==> src/rtl/bit_unstuff.sv <==
// bit_unstuff: receive-side bit unstuffer. It strips the stuffed 0 that follows
// each run of MAX_ONES consecutive 1s, and flags a 1 found in that position.
// Ports: clk, rst (sync, active-high), in_valid/inb (qualified serial input),
//        clear (soft clear), out_valid/outb (payload), drop (stripped-bit pulse),
//        stuff_err (sticky violation), drop_cnt (only with BIT_UNSTUFF_STATS_EN).
// Optional feature macro: BIT_UNSTUFF_STATS_EN adds the saturating drop_cnt.
module bit_unstuff #(
    parameter int MAX_ONES = 6
) (
    input  logic        clk,
    input  logic        rst,
    input  logic        in_valid,
    input  logic        inb,
    input  logic        clear,
    output logic        out_valid,
    output logic        outb,
    output logic        drop,
    output logic        stuff_err
`ifdef BIT_UNSTUFF_STATS_EN
    ,
    output logic [15:0] drop_cnt
`endif
);

    localparam int CW = $clog2(MAX_ONES + 1);
    localparam logic [CW-1:0] LAST = CW'(MAX_ONES - 1);

    typedef enum logic [1:0] {
        RUN,
        STRIP,
        ERR
    } state_t;

    state_t        state, state_nx;
    logic [CW-1:0] cnt, cnt_nx;
    logic          ov_nx, ob_nx, drop_nx, err_nx;

    always_comb begin
        state_nx = state;
        cnt_nx   = cnt;
        ov_nx    = 1'b0;
        ob_nx    = 1'b0;
        drop_nx  = 1'b0;
        err_nx   = stuff_err;
        if (clear) begin
            // The bit presented alongside clear is discarded.
            state_nx = RUN;
            cnt_nx   = '0;
            err_nx   = 1'b0;
        end else if (in_valid) begin
            unique case (state)
                RUN: begin
                    ov_nx = 1'b1;
                    ob_nx = inb;
                    if (!inb) begin
                        cnt_nx = '0;
                    end else if (cnt == LAST) begin
                        // The run-completing 1 is still forwarded.
                        cnt_nx   = '0;
                        state_nx = STRIP;
                    end else begin
                        cnt_nx = cnt + CW'(1);
                    end
                end
                STRIP: begin
                    if (!inb) begin
                        drop_nx  = 1'b1;
                        cnt_nx   = '0;
                        state_nx = RUN;
                    end else begin
                        err_nx   = 1'b1;
                        state_nx = ERR;
                    end
                end
                ERR: begin
                end
                default: begin
                    state_nx = RUN;
                    cnt_nx   = '0;
                end
            endcase
        end
    end

    always_ff @(posedge clk) begin
        if (rst) begin
            state     <= RUN;
            cnt       <= '0;
            out_valid <= 1'b0;
            outb      <= 1'b0;
            drop      <= 1'b0;
            stuff_err <= 1'b0;
        end else begin
            state     <= state_nx;
            cnt       <= cnt_nx;
            out_valid <= ov_nx;
            outb      <= ob_nx;
            drop      <= drop_nx;
            stuff_err <= err_nx;
        end
    end

`ifdef BIT_UNSTUFF_STATS_EN
    logic [15:0] dcnt;

    always_ff @(posedge clk) begin
        if (rst || clear) begin
            dcnt <= '0;
        end else if (drop_nx && dcnt != 16'hFFFF) begin
            dcnt <= dcnt + 16'd1;
        end
    end

    assign drop_cnt = dcnt;
`endif

endmodule

==> config.mk <==
export PLATFORM = sky130hd
export DESIGN_NAME = bit_unstuff
export DESIGN_NICKNAME = d
export VERILOG_FILES = /design/src/rtl/bit_unstuff.sv
export SDC_FILE = /design/constraint.sdc
export NUM_CORES = 1
export LEC_CHECK = 0
export ABC_CLOCK_PERIOD_IN_PS = 1870
export CAP_MARGIN = 20
export CORE_AREA = 3 3 40 42
export DETAILED_ROUTE_END_ITERATION = 10
export DIE_AREA = 0 0 43 45
export PLACE_DENSITY = 0.56
export REMOVE_ABC_BUFFERS = 1
export SLEW_MARGIN = 20
export SYNTH_ARGS = -nofsm -noshare
export SYNTH_HDL_FRONTEND = slang
export SYNTH_SLANG_ARGS = --single-unit
==> constraint.sdc <==
create_clock -name clk -period 1.87 [get_ports clk]
set_input_delay 0.374 -clock clk [delete_from_list [all_inputs] [get_ports clk]]
set_output_delay 0.374 -clock clk [all_outputs]
set_load 0.005 [all_outputs]
=== After elaboration in Yosys (flattened, before gate mapping) ===
Cells that the tools add are included.

* Bits in registers: 9
* Word-level logic and storage cells: 35
* Input bits: 5
* Output and inout port bits: 4

* Mux-type cells: 10
* Eq/ne operators: 6
* Reductions and logical operators: 8
* Add/sub/neg operators: 1
* Bitwise operators: 4

{| class="wikitable"
|+ Operators by type and width
! cell !! number
|-
| two-way mux 3 bit || 3
|-
| case mux 3 bit (3 select lines) || 1
|-
| OR reduction 4 bit || 2
|-
| two-way mux 2 bit || 3
|-
| != test 2 bit, second input constant || 3
|-
| case mux 2 bit (3 select lines) || 1
|-
| AND reduction 3 bit || 2
|-
| inverter 1 bit || 4
|-
| AND reduction 4 bit || 1
|-
| adder 3 x 1 -> 3 bit, second input constant || 1
|-
| == test 3 bit, second input constant || 1
|-
| OR reduction 3 bit || 1
|-
| == test 2 x 1 -> 1 bit, second input constant || 1
|-
| == test 2 bit, second input constant || 1
|-
| logical NOT 2 bit || 1
|-
| two-way mux 1 bit || 2
|-
| OR reduction 2 bit || 1
|}

=== Depth between registers and ports, before layout ===
* Word-level depth: 4
* Gate-level depth with buffers: 4
* Mapped depth without buffers: 3

=== Worst setup path after synthesis ===
OpenSTA, ideal clock, no wires.

* Path kind: input to register
* Start: input port clear
* End: register state[0]
* Stages: 4
* Buffers on the path: 1
* Data required time: 1,810 ps
* Path slack: 816 ps
* Arrival: 994 ps
* Library setup time: 60 ps
* Path through: or2_1 -> buf_6 -> nor3b_2 -> a32o_1

* Longest elaborated chain between the ends: 1

{| class="wikitable"
|+ Ends and longest elaborated chain
! element !! line !! text
|-
| start, declared || 14 || <nowiki>input logic clear,</nowiki>
|-
| OR reduction 2 bit (no line) || - ||
|-
| end signal, assigned || 94 || <nowiki>state <= state_nx;</nowiki>
|-
| end, declared || 34 || <nowiki>state_t state, state_nx;</nowiki>
|}

No other way between the ends.
A chain may end at the register's enable or synchronous reset.

=== Final worst setup path ===
* Start: register stuff_err
* End: output port stuff_err

{| class="wikitable"
|+ RTL lines
! element !! line !! text
|-
| start, declared || 18 || <nowiki>output logic stuff_err</nowiki>
|-
| start signal, assigned || 99 || <nowiki>stuff_err <= err_nx;</nowiki>
|}

No word-level cell between the ends.

==> metrics.log <==
INFO  metric outcome = finished, final reports clean
INFO  metric ys_warnings = 0
INFO  metric drv_cap = 0
INFO  metric muxShareOfSynthArea = 0%
INFO  metric yosys.cell_types.count = 20
INFO  metric initial_antenna_violation_count = 0
INFO  metric worst_ep_required_time = 1500 ps
INFO  metric slew_violations = 0
INFO  metric numClockSinks = 9
INFO  metric ratio_of_total_power_to_cell_area = 726 mW/mm2
INFO  metric met2_grt_util = roughly 14%
INFO  metric ctsResizeCount = 0
INFO  metric clock_latency = roughly 260 ps
INFO  metric yosys.area_share.xor_xnor = 0%
INFO  metric gpl.final_weighted_congestion = 0.775
INFO  metric cts_tree = yes
INFO  metric cpPeakStageDelay = 500 ps
INFO  metric post_synth_fa_ha_maj_area_fraction = 0%
INFO  metric floorplan.die_area = 0.00194 mm2
INFO  metric start_util = 32.0%
INFO  metric drt_drc_violations_left = 0
INFO  metric end_kind = output port
INFO  metric power.ir.vdd_worst = 0.403 mV
INFO  metric cpLargestDelayFamily = buffers and inverters
INFO  metric power.net_switching = 81.2 uW
INFO  metric fraction_of_layout_cells_with_a_size_suffix_above_1 = 18.4%
INFO  metric stdcell_area = between 500 and 600 um2
INFO  metric crit_path_cell_trace = clkdlybuf4s50_1
INFO  metric totalWireLength = 820 um
INFO  metric ys_seq_elements = 9
INFO  metric critical_path_class = flop to output port
INFO  metric post_drt_via_cell_ratio = approximately 5.3
INFO  metric postLayoutSetupSlackWorst = 421 ps
INFO  metric fin_worst_skew = between 3 and 4 ps
INFO  metric fin_crit = 1450 ps
INFO  metric die_height = 45 um
INFO  metric place.port_buffers = 8
INFO  metric fin_crit_sh = 77.5%
INFO  metric maxSlewHeadroom = a little under three quarters
INFO  metric ys_seq_area_share = 43.8%
INFO  metric clkSlewWorstSetupHoldPaths = 60 ps
INFO  metric grt_util_all_layers = 9.11%
INFO  metric leakage = 0.000179 uW
INFO  metric largest_net_degree_at_the_start_of_global_routing = 13
INFO  metric syn_avg_cell_area = 10.6 um2
INFO  metric clk_root_buffer_cell = clkbuf_4
INFO  metric internal-power = 292 uW
INFO  metric grt_pass1_vias = 300
INFO  metric max-clock-path-buffers = 2
INFO  metric tritoncts.num_buffers = 3
INFO  metric p_total = about 370 uW
INFO  metric cts_hold_buffers = 0
INFO  metric power.clock.fraction = 39.3%
INFO  metric synth_compound_gate_area_share = 21.0%
INFO  metric grt_first_pass_wirelength = between 1000 and 1500 um
INFO  metric final_common_cell = dfxtp_1
INFO  metric placement.setup.worst_slack = approximately 230 ps
INFO  metric final_net_count = 55
INFO  metric critical_path_cell_with_the_highest_stage_delay = clkdlybuf4s50_1
INFO  metric setup_repair_after_global_routing_missed_its_margin = no
INFO  metric layer_with_the_highest_usage_after_global_routing = met2
INFO  metric cts.repair_timing.setup_buffer_count = 0
INFO  metric route.vias.total = around 340
INFO  metric drt_first_iter_violations = 10
INFO  metric cts-htree-levels = 1
INFO  metric timing_hold_violations_final = 0
INFO  metric report.final.setup_viol = 0
INFO  metric critPathBufInv = 1
INFO  metric worstSetupStartpointType = flop
INFO  metric post_dp_cell_area = 488 um2
INFO  metric tightestPinTransition = 424 ps
INFO  metric io_pins = 9
INFO  metric final_core_utilization = about 40%
INFO  metric grt_met3_usage = about 6.4%
INFO  metric detailedRoute.firstPassIterationCount = 4
INFO  metric final_antenna_net_count = 0
INFO  metric num_rows = 13
INFO  metric post_drt_wl_per_cell = 12.8 um
INFO  metric overflow = 0
INFO  metric num-fill-cells = 130
INFO  metric detailed_place_hpwl = approximately 630 um
INFO  metric post_synth_and_or_nand_nor_area_fraction = 28.0%
INFO  metric hold_path_class = flop to flop
INFO  metric mostFrequentLayoutCells = dfxtp_1 (9), clkdlybuf4s50_1 (8)
INFO  metric synth_area = 412 um2
INFO  metric power_frac_comb = about 8.4%
INFO  metric grt.met1_usage = 9.49%
INFO  metric critical_path_arrival = 1080 ps
INFO  metric switching_share = between 20 and 25%
INFO  metric die_w = 43 um
INFO  metric syn-instance-count = 39
INFO  metric flow.area_growth_from_synthesis = 24.9%
INFO  metric core = 0.00128 mm2
INFO  metric tns = 0 ps
INFO  metric share_seq_of_total_power = about 52%
INFO  metric timing.fmax = ~0.69 GHz
INFO  metric n_antenna_cell = 0
INFO  metric path_max_fanout = 2
INFO  metric combinational_family_with_the_most_area_after_synthesis = simple AND/OR/NAND/NOR gates
==> cell families (layout without fill, tap and decap cells) <==
kind of cell	after synthesis	in the layout
compound gates	10	10
buf+inv	4	14
flops	9	9
simple gates	16	16
==> path summary, 6_finish.rpt <==
path | from | end | slack, ps | cells past startpoint
min reg2reg | stuff_err$_SDFFE_PP0P_ | stuff_err$_SDFFE_PP0P_ | 470 | 2
min | stuff_err$_SDFFE_PP0P_ | stuff_err$_SDFFE_PP0P_ | 470 | 2
max reg2reg | state[0]$_SDFFE_PP0P_ | cnt[1]$_SDFFE_PP0P_ | 640 | 3
max | stuff_err$_SDFFE_PP0P_ | stuff_err | 420 | 1
==> flip-flops by register name (all words and copies together), names as in the netlist <==
signal	cells
cnt	3
drop	1
out_valid	1
outb	1
state	2
stuff_err	1
==> per-layer routing <==
metal	part of all wire (%)	wire length, um
met2	51	422
met3	8.8	72
met4	0.98	8
met5	0	0
met1	39	316
==> metrics by stage <==
| stage | hold WS, ps | std cells |
|---|---|---|
| after floorplan | 450 | 37 |
| after global placement | 461 | 60 |
| after detailed placement | 462 | 60 |
| after CTS | 476 | 64 |
| after global routing | 495 | 64 |
| final | 472 | 64 |
==> final cells by class <==
class	count	area [um2]	share of cell area, %
multi-input cells	26	201	39.2
flip-flops and latches	9	180	35.0
repair buffers	8	80.1	15.6
clock buffers	4	26.3	5.11
well taps	15	18.8	3.65
inverters	2	7.51	1.46
==> cells in the mapped netlist, drive strengths merged <==
library cell  count  area share [%]
a21oi             1             1.2
a311oi            1             2.1
a31oi             2             3.0
a32o              3             7.3
and3              1             1.5
buf               2             5.5
dfxtp             9              44
inv               2             1.8
nand2             1            0.91
nand2b            1             1.5
nor2              3             2.7
nor2b             3             5.8
nor3              1             1.2
nor3b             5              13
o211ai            1             1.8
o221ai            1             3.6
o31ai             1             1.8
or2               1             1.5
==> power groups by stage <==
stage | Clock [uW] | Combinational [uW] | Sequential (uW)
finish | 147 | 31.3 | 195
global route | 165 | 33.8 | 195
CTS | 153 | 31.3 | 195
detailed placement | 0 | 31.1 | 200
global placement | 0 | 30.1 | 199
floorplan | 0 | 13.8 | 199
Power figures use the tool's default switching activity.
